### src/rtl/riscv_pkg.sv
// Shared RV32I definitions: decoder mem_width codes and the memory port FSM states.
package riscv_pkg;

  localparam logic [2:0] MEM_B  = 3'b000;
  localparam logic [2:0] MEM_H  = 3'b001;
  localparam logic [2:0] MEM_W  = 3'b010;
  localparam logic [2:0] MEM_BU = 3'b100;
  localparam logic [2:0] MEM_HU = 3'b101;

  typedef enum logic [1:0] {
    IDLE,
    ACCESS,
    RESP
  } mem_ctrl_state_t;

endpackage

### src/rtl/load_store_align.sv
// Combinational lane logic: byte enables, store replication, load align/extend
// and the misalign/illegal-width check.
module load_store_align
  import riscv_pkg::*;
(
  input  logic [1:0]  addr_lo,
  input  logic [2:0]  width,
  input  logic        we,
  input  logic [31:0] wdata,
  input  logic [31:0] mem_rdata,
  output logic [3:0]  be,
  output logic [31:0] wdata_rep,
  output logic [31:0] rdata_ext,
  output logic        illegal
);

  logic [31:0] shifted;
  logic [3:0]  be_store;

  assign shifted = mem_rdata >> {addr_lo, 3'b000};

  always_comb begin
    be_store  = 4'b1111;
    wdata_rep = wdata;
    rdata_ext = shifted;
    illegal   = 1'b0;
    case (width)
      MEM_B, MEM_BU: begin
        be_store  = 4'b0001 << addr_lo;
        wdata_rep = {4{wdata[7:0]}};
        rdata_ext = width[2] ? {24'b0, shifted[7:0]} : {{24{shifted[7]}}, shifted[7:0]};
      end
      MEM_H, MEM_HU: begin
        illegal   = addr_lo[0];
        be_store  = 4'b0011 << addr_lo;
        wdata_rep = {2{wdata[15:0]}};
        rdata_ext = width[2] ? {16'b0, shifted[15:0]} : {{16{shifted[15]}}, shifted[15:0]};
      end
      MEM_W: begin
        illegal = (addr_lo != 2'b00);
      end
      default: begin
        illegal = 1'b1;
      end
    endcase
  end

  assign be = we ? be_store : 4'b1111;

endmodule

### src/rtl/mem_port_controller.sv
// Arbitrates instruction fetch and data load/store onto one single-ported
// memory over a valid/ready handshake, with alignment, faults and timeout.
module mem_port_controller
  import riscv_pkg::*;
#(
  parameter int unsigned TIMEOUT_CYCLES = 16,
  parameter int unsigned ADDR_W         = 32
) (
  input  logic              clk,
  input  logic              reset,
  input  logic              fetch_req,
  input  logic [ADDR_W-1:0] fetch_addr,
  output logic              fetch_ready,
  output logic [31:0]       fetch_rdata,
  output logic              fetch_fault,
  input  logic              data_req,
  input  logic              data_we,
  input  logic [2:0]        data_width,
  input  logic [ADDR_W-1:0] data_addr,
  input  logic [31:0]       data_wdata,
  output logic              data_ready,
  output logic [31:0]       data_rdata,
  output logic              data_fault,
  output logic              mem_valid,
  output logic              mem_we,
  output logic [3:0]        mem_be,
  output logic [ADDR_W-1:0] mem_addr,
  output logic [31:0]       mem_wdata,
  input  logic              mem_ready,
  input  logic [31:0]       mem_rdata,
  output logic              stall
);

  localparam int unsigned CNT_W = (TIMEOUT_CYCLES < 2) ? 1 : $clog2(TIMEOUT_CYCLES);
  localparam logic [CNT_W-1:0] CNT_LAST =
    CNT_W'((TIMEOUT_CYCLES == 0) ? 0 : TIMEOUT_CYCLES - 1);

  mem_ctrl_state_t   state_q, state_d;
  logic              gnt_data_q;
  logic [ADDR_W-1:0] addr_q;
  logic [2:0]        width_q;
  logic              we_q;
  logic [31:0]       wdata_q;
  logic [31:0]       rdata_q;
  logic              fault_q;
  logic [CNT_W-1:0]  cnt_q;

  logic              any_req;
  logic [ADDR_W-1:0] req_addr;
  logic [2:0]        req_width;
  logic              req_we;
  logic              in_idle;
  logic              timeout_hit;

  logic [1:0]        al_addr;
  logic [2:0]        al_width;
  logic              al_we;
  logic [3:0]        al_be;
  logic [31:0]       al_wdata;
  logic [31:0]       al_rdata;
  logic              al_illegal;

  assign any_req   = data_req | fetch_req;
  assign req_addr  = data_req ? data_addr : fetch_addr;
  assign req_width = data_req ? data_width : MEM_W;
  assign req_we    = data_req & data_we;
  assign in_idle   = (state_q == IDLE);

  // One aligner serves both the grant-time legality check (live request) and
  // the access itself (latched request, constant for the whole ACCESS state).
  assign al_addr  = in_idle ? req_addr[1:0] : addr_q[1:0];
  assign al_width = in_idle ? req_width     : width_q;
  assign al_we    = in_idle ? req_we        : we_q;

  load_store_align u_align (
    .addr_lo   (al_addr),
    .width     (al_width),
    .we        (al_we),
    .wdata     (wdata_q),
    .mem_rdata (mem_rdata),
    .be        (al_be),
    .wdata_rep (al_wdata),
    .rdata_ext (al_rdata),
    .illegal   (al_illegal)
  );

  // Fires on the edge that would bring the wait count up to TIMEOUT_CYCLES.
  assign timeout_hit = (TIMEOUT_CYCLES != 0) && (state_q == ACCESS) &&
                       !mem_ready && (cnt_q == CNT_LAST);

  always_ff @(posedge clk or posedge reset) begin
    if (reset) begin
      state_q    <= IDLE;
      gnt_data_q <= 1'b0;
      addr_q     <= '0;
      width_q    <= '0;
      we_q       <= 1'b0;
      wdata_q    <= '0;
      rdata_q    <= '0;
      fault_q    <= 1'b0;
      cnt_q      <= '0;
    end else begin
      state_q <= state_d;
      case (state_q)
        IDLE: begin
          cnt_q <= '0;
          if (any_req) begin
            gnt_data_q <= data_req;
            addr_q     <= req_addr;
            width_q    <= req_width;
            we_q       <= req_we;
            wdata_q    <= data_wdata;
            fault_q    <= al_illegal;
            rdata_q    <= '0;
          end
        end
        ACCESS: begin
          if (mem_ready) begin
            rdata_q <= we_q ? '0 : al_rdata;
            fault_q <= 1'b0;
          end else begin
            cnt_q <= cnt_q + CNT_W'(1);
            if (timeout_hit) begin
              rdata_q <= '0;
              fault_q <= 1'b1;
            end
          end
        end
        default: cnt_q <= '0;
      endcase
    end
  end

  always_comb begin
    state_d = state_q;
    case (state_q)
      IDLE:    if (any_req) state_d = al_illegal ? RESP : ACCESS;
      ACCESS:  if (mem_ready || timeout_hit) state_d = RESP;
      RESP:    state_d = IDLE;
      default: state_d = IDLE;
    endcase
  end

  assign mem_valid = (state_q == ACCESS);
  assign mem_we    = mem_valid & we_q;
  assign mem_be    = mem_valid ? al_be : '0;
  assign mem_addr  = mem_valid ? {addr_q[ADDR_W-1:2], 2'b00} : '0;
  assign mem_wdata = mem_we ? al_wdata : '0;

  assign fetch_ready = (state_q == RESP) & ~gnt_data_q;
  assign data_ready  = (state_q == RESP) &  gnt_data_q;
  assign fetch_rdata = fetch_ready ? rdata_q : '0;
  assign fetch_fault = fetch_ready & fault_q;
  assign data_rdata  = data_ready ? rdata_q : '0;
  assign data_fault  = data_ready & fault_q;

  assign stall = any_req & ~(fetch_ready | data_ready);

endmodule

### config.mk
export PLATFORM = sky130hd
export DESIGN_NAME = mem_port_controller
export DESIGN_NICKNAME = d
export VERILOG_FILES = /design/src/rtl/riscv_pkg.sv /design/src/rtl/load_store_align.sv /design/src/rtl/mem_port_controller.sv
export SDC_FILE = /design/constraint.sdc
export NUM_CORES = 1
export LEC_CHECK = 0
export ABC_CLOCK_PERIOD_IN_PS = 4700
export CAP_MARGIN = 40
export CORE_MARGIN = 2
export CORE_UTILIZATION = 43
export DETAILED_ROUTE_END_ITERATION = 8
export GPL_ROUTABILITY_DRIVEN = 0
export GPL_TIMING_DRIVEN = 0
export PLACE_DENSITY = 0.88
export SKIP_CTS_REPAIR_TIMING = 1
export SLEW_MARGIN = 25
export SYNTH_ARGS = -nofsm -noshare
export SYNTH_HDL_FRONTEND = slang
export SYNTH_SLANG_ARGS = --single-unit
export TNS_END_PERCENT = 1
### constraint.sdc
create_clock -name clk -period 4.7 [get_ports clk]
set_input_delay 0.94 -clock clk [delete_from_list [all_inputs] [get_ports clk]]
set_output_delay 0.94 -clock clk [all_outputs]
set_load 0.01 [all_outputs]
# ---- Yosys cells after proc, flatten, opt, wreduce, memory -nomap -nowiden
# Index checks and enable logic that the tools add are counted.
dict set report classes {
  add_sub_neg 1
  eq_ne 11
  shift 3
  mux 32
  n_bitwise 11
  n_reduce_logical 13
}
# operator count
set ops {}
lappend ops {{$mux W32} 11}
lappend ops {{$pmux W32 S2} 3}
lappend ops {{$shr A32 B5 Y32} 1}
lappend ops {{$mux W4} 4}
lappend ops {{$mux W2} 4}
lappend ops {{$pmux W4 S2} 1}
lappend ops {{$and A1 B1 Y1} 7}
lappend ops {{$eq A3 B3 Y1 const B} 2}
lappend ops {{$mux W3} 2}
lappend ops {{$add A4 B1 Y4 const B} 1}
lappend ops {{$eq A4 B4 Y1 const B} 1}
lappend ops {{$mux W1} 4}
lappend ops {{$ne A2 B2 Y1 const B} 2}
lappend ops {{$pmux W2 S2} 1}
lappend ops {{$reduce_and A2 Y1} 2}
lappend ops {{$reduce_bool A2 Y1} 2}
lappend ops {{$reduce_or A2 Y1} 2}
lappend ops {{$shl A1 B2 Y4 const A} 1}
lappend ops {{$shl A2 B2 Y4 const A} 1}
lappend ops {{$eq A3 B1 Y1 const B} 1}
lappend ops {{$eq A3 B2 Y1 const B} 1}
lappend ops {{$logic_not A3 Y1} 1}
lappend ops {{$ne A3 B1 Y1 const B} 1}
lappend ops {{$pmux W1 S3} 1}
lappend ops {{other kinds (11)} 14}
dict set report totals {
  register_bits 108
  input_bits 137
  output_inout_bits 139
  word_cells 80
}

# ---- Longest topological paths before layout
dict set report depth {
  ltp_word 8
  ltp_mapped 8
}

# ---- Cells and area by module
# Synthesis repeated with hierarchy kept, for this count alone.
dict set report unflattened {
  cells_unflattened 697
  hier_area_um2 6685.2
}
# module instances cells_each area_per_inst_um2 seq_area_each_um2
set modules_own_cells {}
lappend modules_own_cells {mem_port_controller 1 497 5391.4 2702.6}
lappend modules_own_cells {load_store_align 1 200 1293.7 0.0}

# ---- Worst setup path before layout
# No wires, ideal clock.
dict set report synth_timing {
  path_kind {input-to-output}
  startpoint {input data_req}
  endpoint {output mem_wdata[24]}
  t_arrival_ps 2396
  t_required_ps 3760
  setup_slack_ps 1364
  path_stages 6
  cell_sequence {buf_4 -> nor3b_2 -> a22o_1 -> clkbuf_1 -> nand2_1 -> a311oi_1}
}
dict set report synth_via {
  elab_chain_cells 6
  word_cells_on_any_way 10
  cone_classes {eq/ne (3); mux (4); reduce/logical (3)}
}
# element line_no
set synth_lines {}
lappend synth_lines {{start: declaration} mem_port_controller.sv:16} ;# input logic data_req,
lappend synth_lines {{$mux W3 *} mem_port_controller.sv:65} ;# assign req_width = data_req ? data_width : MEM_W;
lappend synth_lines {{$mux W3 *} mem_port_controller.sv:72} ;# assign al_width = in_idle ? req_width : width_q;
lappend synth_lines {{$eq A3 B1 Y1 (tied with other cells)} load_store_align.sv:27} ;# case (width)
lappend synth_lines {{$reduce_or A2 Y1} load_store_align.sv:27}
lappend synth_lines {{$pmux W32 S2 *} load_store_align.sv:27}
lappend synth_lines {{$mux W32 *} mem_port_controller.sv:148} ;# assign mem_wdata = mem_we ? al_wdata : '0;
lappend synth_lines {{end: declaration} mem_port_controller.sv:28} ;# output logic [31:0] mem_wdata,
# Every way passes the cells marked *; elsewhere a longest branch is shown, timed or not.

# ---- Final worst setup path
dict set report layout_timing {
  startpoint {input data_req}
  endpoint {output mem_wdata[28]}
}
# Same word-level chain as after synthesis.

==> flow_summary.ini <==
[place]
io_buffers = 272
hpwl_um = 16890
dp_cells = 1179
place_area_sq_um = 9198

[clock_tree]
clkTransAtPathRegs_ns = 0.07
h-tree-depth = 3
cts.sinks = 108
clock_latency_ns = 0.34
cts_root_buf = clkbuf_16
clk_path_buf_depth = 2
cts_buffers = 9
cts_tree = yes

[global_routing]
grt_max_degree = 57
grt_pass1_wl_um = 33110
grt_overflow = 0
first_global_vias = 6239
antenna_found_initial = 0
grt_use_total_pct = 28.31

[timing]
report.final.setup_viol = 0
final.setup_skew_ns = 0.007162
grt_setup_unrepaired = yes
period_share_pct = 98.99
finalCriticalPeriod_ns = 4.652
fmax_ghz = 0.2149
slew_viol_final = 0
max_slew.worst_pin.slew_ns = 0.8133
final-hold-violation-count = 0
slew_headroom_pct = 45.58

[die]
num_rows = 43
io_pins = 276
dieArea_sq_um = 15390
initial_utilization_pct = 44.29
die_h_um = 124.0
coreArea_sq_um = 13990
fp.dieW_um = 124.0

[logic_synthesis]
synth.most_common_cell = nand2_1
synthArstFlopShare_pct = 100.0
synth.distinct_cells = 51
syn_inst = 722
synthTopCellsByArea = dfrtp_1 44%, nand2_1 12%, and2_1 9.8%
ys_top_cells_by_count = 204 x nand2_1, 108 x dfrtp_1, 97 x and2_1
ys_ff_latch = 108
synth_top_area_cell = dfrtp_1
ys_warn_count = 0
syn_area_per_cell_sq_um = 8.582
synth.cell_area_sq_um = 6196
synth_top_area_share_pct = 43.62
synth_ff_type = dfrtp_1
synth-edff-count = 0
ys_seq_area_share_pct = 43.62

[layout]
postLayoutCoreUtil_pct = 67.90
nFillCells = 1118
drive_above_1_share_pct = 5.610
instances_no_fill = 1196
synthToLayoutAreaGrowth_pct = 53.29
stdcell_area_sq_um = 9498
diodes = 0
final_nets = 1151

[detailed_routing]
drt-initial-drc-count = 552
wirelength_um = 21750
drc = 0
avgRoutedWirePerCell_um = 18.18
vias = 6467
drtPass1Iterations = 5
avgViaCountPerCell = 5.407
detail-route-antenna-nets = 0

[worst_setup_path]
worstRegToRegCells = 7
startpoint_type = input port
worstSetupPathType = in -> out
cp-end-kind = primary output
r2r_start = cnt_q[0]$_DFFE_PP0P_
worstPathArrival_ns = 3.71
reg2reg_to = rdata_q[9]$_DFFE_PP0P_
crit_fanout = 10
startpoint = data_req
required_ns = 3.76
crit_end = mem_wdata[28]
ff2ff_setup_slack_ns = 2.24

[pwr]
clockPowerShare_pct = 16.1
seq_power_share_pct = 35.9
vdd_drop_max_uv = 271.0
p_int_mw = 2.547
p_sw_mw = 1.851
p_comb_share_pct = 47.9
p_sw_share_pct = 42.08
power_mw = 4.398
p_per_area_nw_per_um2 = 463.0
p_leak_nw = 4.319

[run]
maxCapViolCount = 0

[status]
status = complete, no violations

[hold_path]
min_path_type = reg -> reg
## state kept, by name, indices dropped and copies added (netlist names)
register and count:
wdata_q 32, gnt_data_q 1, we_q 1, width_q 3, addr_q 32, cnt_q 4
state_q 2, rdata_q 32, fault_q 1
## placed cells by master, fill, tap and decap left out, types with 7 or more instances in the layout
master | Yosys | final
mux2_2 | 10 | 10
dfrtp_1 | 108 | 108
o221ai_1 | 7 | 7
nor2_1 | 22 | 21
and2_1 | 97 | 97
buf_2 | 9 | 11
a22oi_1 | 14 | 14
nand3_1 | 22 | 22
clkdlybuf4s50_1 | 0 | 272
buf_4 | 4 | 8
clkbuf_16 | 0 | 9
a2bb2oi_1 | 8 | 8
and3_1 | 10 | 10
a311oi_1 | 8 | 8
a21oi_1 | 22 | 22
o21ai_0 | 38 | 37
mux2i_1 | 49 | 49
nand2_1 | 204 | 203
clkbuf_1 | 36 | 35
## area by class of cell
| cell class | count | area, sq um | share of cell area [%] |
|---|---|---|---|
| buffer | 51 | 240.2 | 2.529 |
| sequential | 108 | 2703 | 28.45 |
| clock inverter | 5 | 38.79 | 0.4084 |
| clock buffer | 9 | 225.2 | 2.371 |
| inverter | 5 | 23.77 | 0.2503 |
| timing repair buffer | 280 | 2795 | 29.43 |
| tap | 180 | 225.2 | 2.371 |
| multi-input combinational | 558 | 3247 | 34.19 |
## power by group through the flow
stage | sequential (mW) | combinational, mW | clock (mW)
after global placement | 1.57 | 1.99 | 0
after CTS | 1.57 | 2.08 | 0.717
after detailed placement | 1.59 | 2.07 | 0
after floorplan | 1.48 | 1.30 | 0
final | 1.58 | 2.11 | 0.710
after global routing | 1.62 | 2.32 | 0.750
## worst min path at each step
stage | from | to | slack (ns) | cells after the start
CTS | addr_q[10]$_DFFE_PP0P_ | addr_q[10]$_DFFE_PP0P_ | 0.48 | 2
finish | addr_q[5]$_DFFE_PP0P_ | addr_q[5]$_DFFE_PP0P_ | 0.47 | 2
global placement | addr_q[13]$_DFFE_PP0P_ | addr_q[13]$_DFFE_PP0P_ | 0.45 | 2
floorplan | addr_q[10]$_DFFE_PP0P_ | addr_q[10]$_DFFE_PP0P_ | 0.44 | 2
global route | addr_q[14]$_DFFE_PP0P_ | addr_q[14]$_DFFE_PP0P_ | 0.50 | 2
detailed placement | addr_q[10]$_DFFE_PP0P_ | addr_q[10]$_DFFE_PP0P_ | 0.46 | 2
## worst max-delay path, stage by stage
cell and delay, ns:
clkdlybuf4s50_1 0.48, buf_4 0.20, or4b_1 0.53, nand2_2 0.21
buf_2 0.26, nor2_1 0.06, a311oi_1 0.39, clkdlybuf4s50_1 0.62
## cell families after synthesis
group | count (synthesis) | share of synthesized area, %
AOI/OAI and AO/OA | 123 | 13.69
xor gates and xnor gates | 3 | 0.4241
adders and majority gates | 1 | 0.2019
buffers and inverters | 57 | 4.241
DFF | 108 | 43.62
muxes | 59 | 9.733
other | 1 | 0.06052
and+or+nand+nor | 370 | 28.03
## stage by stage
| step | TNS [ns] | setup slack (ns) | hold slack [ns] |
|---|---|---|---|
| 2_1_floorplan | 0 | 0.9144 | 0.4418 |
| 3_3_place_gp | -74.39 | -0.6953 | 0.4538 |
| 3_5_place_dp | -0.6490 | -0.1027 | 0.4616 |
| 4_1_cts | -1.014 | -0.1294 | 0.4786 |
| 5_1_grt | -0.2677 | -0.07142 | 0.4980 |
| 6_report | 0 | 0.04768 | 0.4727 |
## routing by layer
layer | up-vias | track usage (%) | part of all wire, %
li1 | 3030 | - | -
met1 | 3036 | 34.20 | 39
met2 | 350 | 48.74 | 49
met3 | 51 | 5.815 | 8.5
met4 | 0 | 12.50 | 3.5
met5 | - | 0 | 0
Power figures use the tool's default switching activity.
